[config.mk]
export PLATFORM = sky130hd
export DESIGN_NAME = palindrome_gen
export DESIGN_NICKNAME = d
export VERILOG_FILES = /design/src/rtl/palindrome_gen.sv
export SDC_FILE = /design/constraint.sdc
export NUM_CORES = 1
export LEC_CHECK = 0
export ABC_CLOCK_PERIOD_IN_PS = 3000
export CAP_MARGIN = 15
export CORE_AREA = 2 2 39 41
export DETAILED_ROUTE_END_ITERATION = 6
export DIE_AREA = 0 0 41 43
export PLACE_DENSITY = 0.63
export SETUP_SLACK_MARGIN = 0.15
export SLEW_MARGIN = 10
export SYNTH_ARGS = -nofsm -noshare
export SYNTH_HDL_FRONTEND = slang
export SYNTH_SLANG_ARGS = --single-unit
[constraint.sdc]
create_clock -name clk -period 3 [get_ports clk]
set_input_delay 0.3 -clock clk [delete_from_list [all_inputs] [get_ports clk]]
set_output_delay 0.3 -clock clk [all_outputs]
set_load 0.02 [all_outputs]
[src/rtl/palindrome_gen.sv]
`default_nettype none
// ============================================================================
//  Module      : palindrome_gen
//  Description : Serial palindrome transmitter. Accepts a HALF_W-bit
//                half-word over a valid/ready handshake and emits it one bit
//                per clock, MSB first, followed by its mirror image. With
//                ODD=1 the pivot bit is shared, so frames are 2*HALF_W-1 bits
//                long; with ODD=0 they are 2*HALF_W bits long.
//
//  Ports       : clk        - clock, rising edge
//                reset      - asynchronous reset, active low
//                half_i     - half-word, captured on acceptance
//                valid_i    - half_i is valid
//                ready_o    - a half-word can be accepted this cycle
//                x_o        - serial data bit (0 when x_valid_o is low)
//                x_valid_o  - x_o carries a frame bit
//                last_o     - x_o is the final bit of the frame
//
//  Revision    : 1.0 - initial release
// ============================================================================
module palindrome_gen #(
    parameter int HALF_W = 2,
    parameter int ODD    = 1
) (
    input  logic              clk,
    input  logic              reset,
    input  logic [HALF_W-1:0] half_i,
    input  logic              valid_i,
    output logic              ready_o,
    output logic              x_o,
    output logic              x_valid_o,
    output logic              last_o
);

    localparam int c_cnt_w = $clog2(2 * HALF_W) + 1;

    localparam logic [c_cnt_w-1:0] c_one      = c_cnt_w'(1);
    localparam logic [c_cnt_w-1:0] c_half     = c_cnt_w'(HALF_W);
    localparam logic [c_cnt_w-1:0] c_half_m1  = c_cnt_w'(HALF_W - 1);
    localparam logic [c_cnt_w-1:0] c_odd      = c_cnt_w'(ODD);
    // Index of the final frame bit: L-1 = 2*HALF_W-ODD-1
    localparam logic [c_cnt_w-1:0] c_last_idx = c_cnt_w'(2 * HALF_W - ODD - 1);

    typedef enum logic [1:0] {
        IDLE = 2'd0,
        FWD  = 2'd1,
        REV  = 2'd2
    } state_t;

    state_t               r_state;
    logic [HALF_W-1:0]    r_half;
    logic [c_cnt_w-1:0]   r_count;
    logic                 r_x;
    logic                 r_x_valid;
    logic                 r_last;

    logic [c_cnt_w-1:0]   w_next_cnt;
    logic [c_cnt_w-1:0]   w_next_pos;
    logic                 w_next_bit;
    logic                 w_accept;

    // Ready depends only on registered state, never on valid_i.
    assign ready_o   = (r_state == IDLE) || r_last;
    assign w_accept  = valid_i && ready_o;

    assign x_o       = r_x;
    assign x_valid_o = r_x_valid;
    assign last_o    = r_last;

    // Select the half-word bit for the next frame position. Forward positions
    // walk down from the MSB; mirror positions walk back up starting at ODD,
    // which skips the shared pivot when the frame length is odd.
    always_comb begin
        w_next_cnt = r_count + c_one;
        if (w_next_cnt < c_half) begin
            w_next_pos = c_half_m1 - w_next_cnt;
        end else begin
            w_next_pos = w_next_cnt - c_half + c_odd;
        end
        w_next_bit = 1'b0;
        for (int i = 0; i < HALF_W; i++) begin
            if (w_next_pos == c_cnt_w'(i)) begin
                w_next_bit = r_half[i];
            end
        end
    end

    always_ff @(posedge clk or negedge reset) begin
        if (!reset) begin
            r_state   <= IDLE;
            r_half    <= '0;
            r_count   <= '0;
            r_x       <= 1'b0;
            r_x_valid <= 1'b0;
            r_last    <= 1'b0;
        end else if (w_accept) begin
            // New frame, either from IDLE or back-to-back on a last bit.
            // A one-bit frame is complete on its first (and only) bit.
            r_state   <= FWD;
            r_half    <= half_i;
            r_count   <= '0;
            r_x       <= half_i[HALF_W-1];
            r_x_valid <= 1'b1;
            r_last    <= (c_last_idx == '0);
        end else if (r_last || (r_state == IDLE)) begin
            r_state   <= IDLE;
            r_count   <= '0;
            r_x       <= 1'b0;
            r_x_valid <= 1'b0;
            r_last    <= 1'b0;
        end else begin
            r_count   <= w_next_cnt;
            r_x       <= w_next_bit;
            r_last    <= (w_next_cnt == c_last_idx);
            r_state   <= (w_next_cnt < c_half) ? FWD : REV;
        end
    end

endmodule
`default_nettype wire

# Yosys cells after proc, flatten, opt, wreduce, memory -nomap -nowiden
# Cells that the tools add are included.
# totals
regBits	10
latch_bits	0
ram_bits	0
mem_bits_ro	0
inputBits	5
output_inout_bits	4
word_cells	32
mem_count	0
# op_classes
n_addsub	4
mul	0
div_mod_pow	0
order_cmp	1
n_eq_ne	2
shift	0
n_mux	14
bitwise_logic	0
reduce_logical	5
# ops
cell	count
$mux 3	3
$mux 1	8
$add 3x1->3 const B	2
$mux 2	3
$eq 3x1->1 const B	1
$eq 3x2->1 const B	1
$logic_not 3->1	1
$lt 3x2->1 const B	1
$sub 1x3->3 const A	1
$sub 3x2->3 const B	1
$logic_not 2->1	1
$reduce_bool 2->1	1
$logic_and 1x1->1	1
$logic_or 1x1->1	1

# Longest topological paths before layout
# logic_depth
ltp_word	9
mapped_depth	7
ltp_nobuf	7

# Least setup slack after synthesis
# OpenSTA, ideal clock, no wires.
# synth_path
path_type	flip-flop to flip-flop
from	reg r_count[0]
to	reg r_x, in the netlist x_o
setup_time_ns	0.073
arrival_time_ns	1.692
required_ns	2.927
path_slack_ns	1.236
stages_incl_launch_ff	7
n_path_buf	0
period_less_slack_ns	1.764
path_cell_list	dfrtp_1 > ha_1 > xnor2_1 > ha_1 > nor2b_2 > a2111oi_2 > a2bb2oi_2
# synth_between
elab_chain_len	9
word_cells_on_any_way	12
cone_classes	add/sub: 4; order compare: 1; eq/ne: 1; mux: 5; reduce/logical: 1
# synth_rtl
element	line	rtl
start, declared	52	logic [c_cnt_w-1:0] r_count;
start signal, assigned	112	r_count <= w_next_cnt;
$add 3x1->3 (*)	74	w_next_cnt = r_count + c_one;
$sub 3x2->3	78	w_next_pos = w_next_cnt - c_half + c_odd;
$add 3x1->3	78	
$mux 3 (*)	75	if (w_next_cnt < c_half) begin
$logic_not 3->1	82	if (w_next_pos == c_cnt_w'(i)) begin
$mux 1	82	
$mux 1 (*)	82	
$mux 1 (*)	105	end else if (r_last || (r_state == IDLE)) begin
$mux 1 (*)	96	end else if (w_accept) begin
end signal, assigned	102	r_x <= half_i[HALF_W-1];
end signal, assigned	113	r_x <= w_next_bit;
end, declared	53	logic r_x;
# Mark *: on every way between the ends. The rest lies on a longest branch, timed or not.
# A chain may end at the register's enable or synchronous reset.

# Final worst setup path
# Ends and elaborated chain as after synthesis.

==> out/metrics.cfg <==
[detailed_routing]
first_pass_iters=2
via_per_inst=4.68
num_vias=309
antenna_left=0
drc_errors=0
wl_per_cell_um=11.0
first_iter_violations=2
routed_wl_um=725

[cts]
cts.repair.resized=0
cts_htree_levels=1
clock-sinks=10
cts_made_buffers=3
cts_post_setup_buffers_inserted=0
clk_pin_slew_ns=0.06
ctsHoldBuffers=0
clock_path_buffers=2
cts_root_buf=clkbuf_4
clkLatencyLatePin_ns=0.26
cts_tree=done

[sta]
maxSlewViolCount=0
tightest_slew_ns=0.471
fin_tns_setup_ns=0
fin_crit_sh_pct=64.6
rsz0062_at_grt=false
max_slew_margin_pct=68.4
finalHoldViolations=0
timing.fmax_mhz=516
setup_viol=0
finClkSkew_ns=0.00144
period_minus_slack_ns=1.94

[floorplan]
start_util_pct=33.1
row_count=14
pin_count=9
dieArea_um2=1760
die_w_um=41
core_area_um2=1380
die-height_um=43

[run_status]
status=complete, no violations

[worst_setup_path]
cp_slowest_stage_delay_ns=0.45
critical_path.cell_chain=ha_1, xnor2_1, ha_1, nor2b_2, a2111oi_2, a2bb2oi_2
worstPathRequired_ns=3.19
worstSetupPathType=register to register
cpMostUsedCell=ha_1
start_kind=register
critical_path.max_fanout=6
crit_slowest_cell=dfrtp_1
cp-end-kind=register
critPathArrivalTime_ns=2.13

[synthesis]
synth_edf_count=0
synth_cell_types=15
yosysWarnings=0
ys.flop_type=dfrtp_1
synth.most_common_cell=dfrtp_1
async_flop_share_pct=100
synth_top_area_share_pct=54.6
ys_seq_elements=10
syn_nets=48
yosysTopAreaCell=dfrtp_1
yosys-top-cells-area=dfrtp_1 55%, ha_1 11%, nand2_1 5.7%
synthCells=39
synth_commonest_cells=10 x dfrtp_1, 7 x nand2_1, 4 x ha_1, 4 x nor2_1, 3 x inv_1
ys_seq_area_share_pct=54.6
syn-cell-area_um2=458
synth_area_per_cell_um2=11.7

[place]
dp_hpwl_um=570
dp_cells=63
io_buffers=8
place_congestion=0.765

[power]
power.density_nw_per_um2=1190
irDropWorstVdd_mv=0.326
clock_power_share_pct=13.0
p_seq_share_pct=33.2
cell_internal_pwr_mw=0.420
combinationalPowerShare_pct=53.8
swShare_pct=39.1
p_switching_mw=0.270
p_leak_nw=0.274

[final_layout]
layout-drive-gt1-share_pct=20.0
antenna_cells=0
fin_cells=66
fin_nets=61
area_growth_pct=26.8

[global_routing]
grt_pass1_vias=299
grt_max_degree=11
grt_pass1_wl_um=1260
gr-usage-all-layers_pct=11.6
grt-ovfl-total=0
antenna_found_initial=0

[min_path]
hold_path.class=input port to asynchronous set/reset pin

[job]
drv_cap=0

==> metal layers <==
layer | routed length [um] | track usage (%)
met1 | 308 | 11.5
met2 | 363 | 16.6
met3 | 25 | 4.71
met4 | 27 | 12.0
met5 | 0 | 0
==> worst max-delay path, delay by kind of cell (launching register included) <==
kind / cells / cell delay, ns
flops: 1 / 0.45
xor+xnor: 1 / 0.41
fa+ha+maj: 2 / 0.54
compound gates: 2 / 0.41
simple gates: 1 / 0.06
==> kinds of logic (layout without fill, tap and decap cells) <==
logic type	Yosys count	after routing	share of synthesized area, %
AO/OA/AOI/OAI	5	5	12.6
adder cells (fa/ha/maj)	4	4	10.9
buffers and inverters	4	15	3.28
AND/OR/NAND/NOR	14	14	14.2
XOR/XNOR	1	1	1.91
flip-flops	10	10	54.6
multiplexers	1	1	2.46
==> sequential cells by signal (all words and copies together) (netlist names) <==
signal     cells
r_state        2
r_count        3
last_o         1
x_valid_o      1
x_o            1
r_half         2
==> cell type report <==
type / count / area [um^2]
fillers: 146 / 803
flip-flops and latches: 10 / 250
multi-input cells: 25 / 193
repair buffers: 8 / 80.1
clock buffers: 3 / 22.5
well taps: 16 / 20.0
inverters: 4 / 15.0
==> per-stage QoR <==
| step | worst slack [ns] | hold WS, ns | instance area (um^2) | util [%] | total power [mW] |
|---|---|---|---|---|---|
| 3_3_place_gp | 1.09 | 0.462 | 558 | 40.3 | 0.599 |
| 3_5_place_dp | 1.08 | 0.468 | 558 | 40.3 | 0.607 |
| 4_1_cts | 1.06 | 0.357 | 581 | 42.0 | 0.700 |
| 2_1_floorplan | 1.24 | 0.00441 | 458 | - | 0.492 |
| 6_report | 1.06 | 0.345 | 581 | 42.0 | 0.690 |
| 5_1_grt | 0.935 | 0.383 | 581 | 42.0 | 0.753 |
==> placed cells by master (no fill, tap or decap) <==
cell             count
nand2_1              7
clkbuf_4             3
o21ba_2              1
clkdlybuf4s50_1      8
a2111oi_2            1
xnor2_1              1
inv_1                3
inv_2                1
a31o_2               1
a2bb2oi_2            1
nor2b_2              2
and3_1               1
ha_1                 4
o2bb2ai_1            1
dfrtp_1             10
nor2_1               4
mux2_1               1
==> power by group through the flow <==
stage / clock network, mW / logic (mW) / registers [mW]
finish: 0.0894 / 0.371 / 0.229
global route: 0.102 / 0.415 / 0.237
CTS: 0.0938 / 0.376 / 0.230
detailed placement: 0 / 0.374 / 0.233
global placement: 0 / 0.369 / 0.230
floorplan: 0 / 0.244 / 0.248
==> path summary, 6_finish.rpt <==
path	depth (start not counted)	endpoint	slack (ns)	start
worst max-delay path	6	x_o	1.06	r_count[0]
worst min-delay path	1	last_o	0.35	reset
worst max register to register	6	x_o	1.06	r_count[0]
worst min register to register	2	x_valid_o	0.48	x_valid_o
max in group asynchronous	1	r_count[0]	2.36	reset
min in group clk	2	x_valid_o	0.48	x_valid_o
No activity file was read; power rests on OpenSTA's default activity.
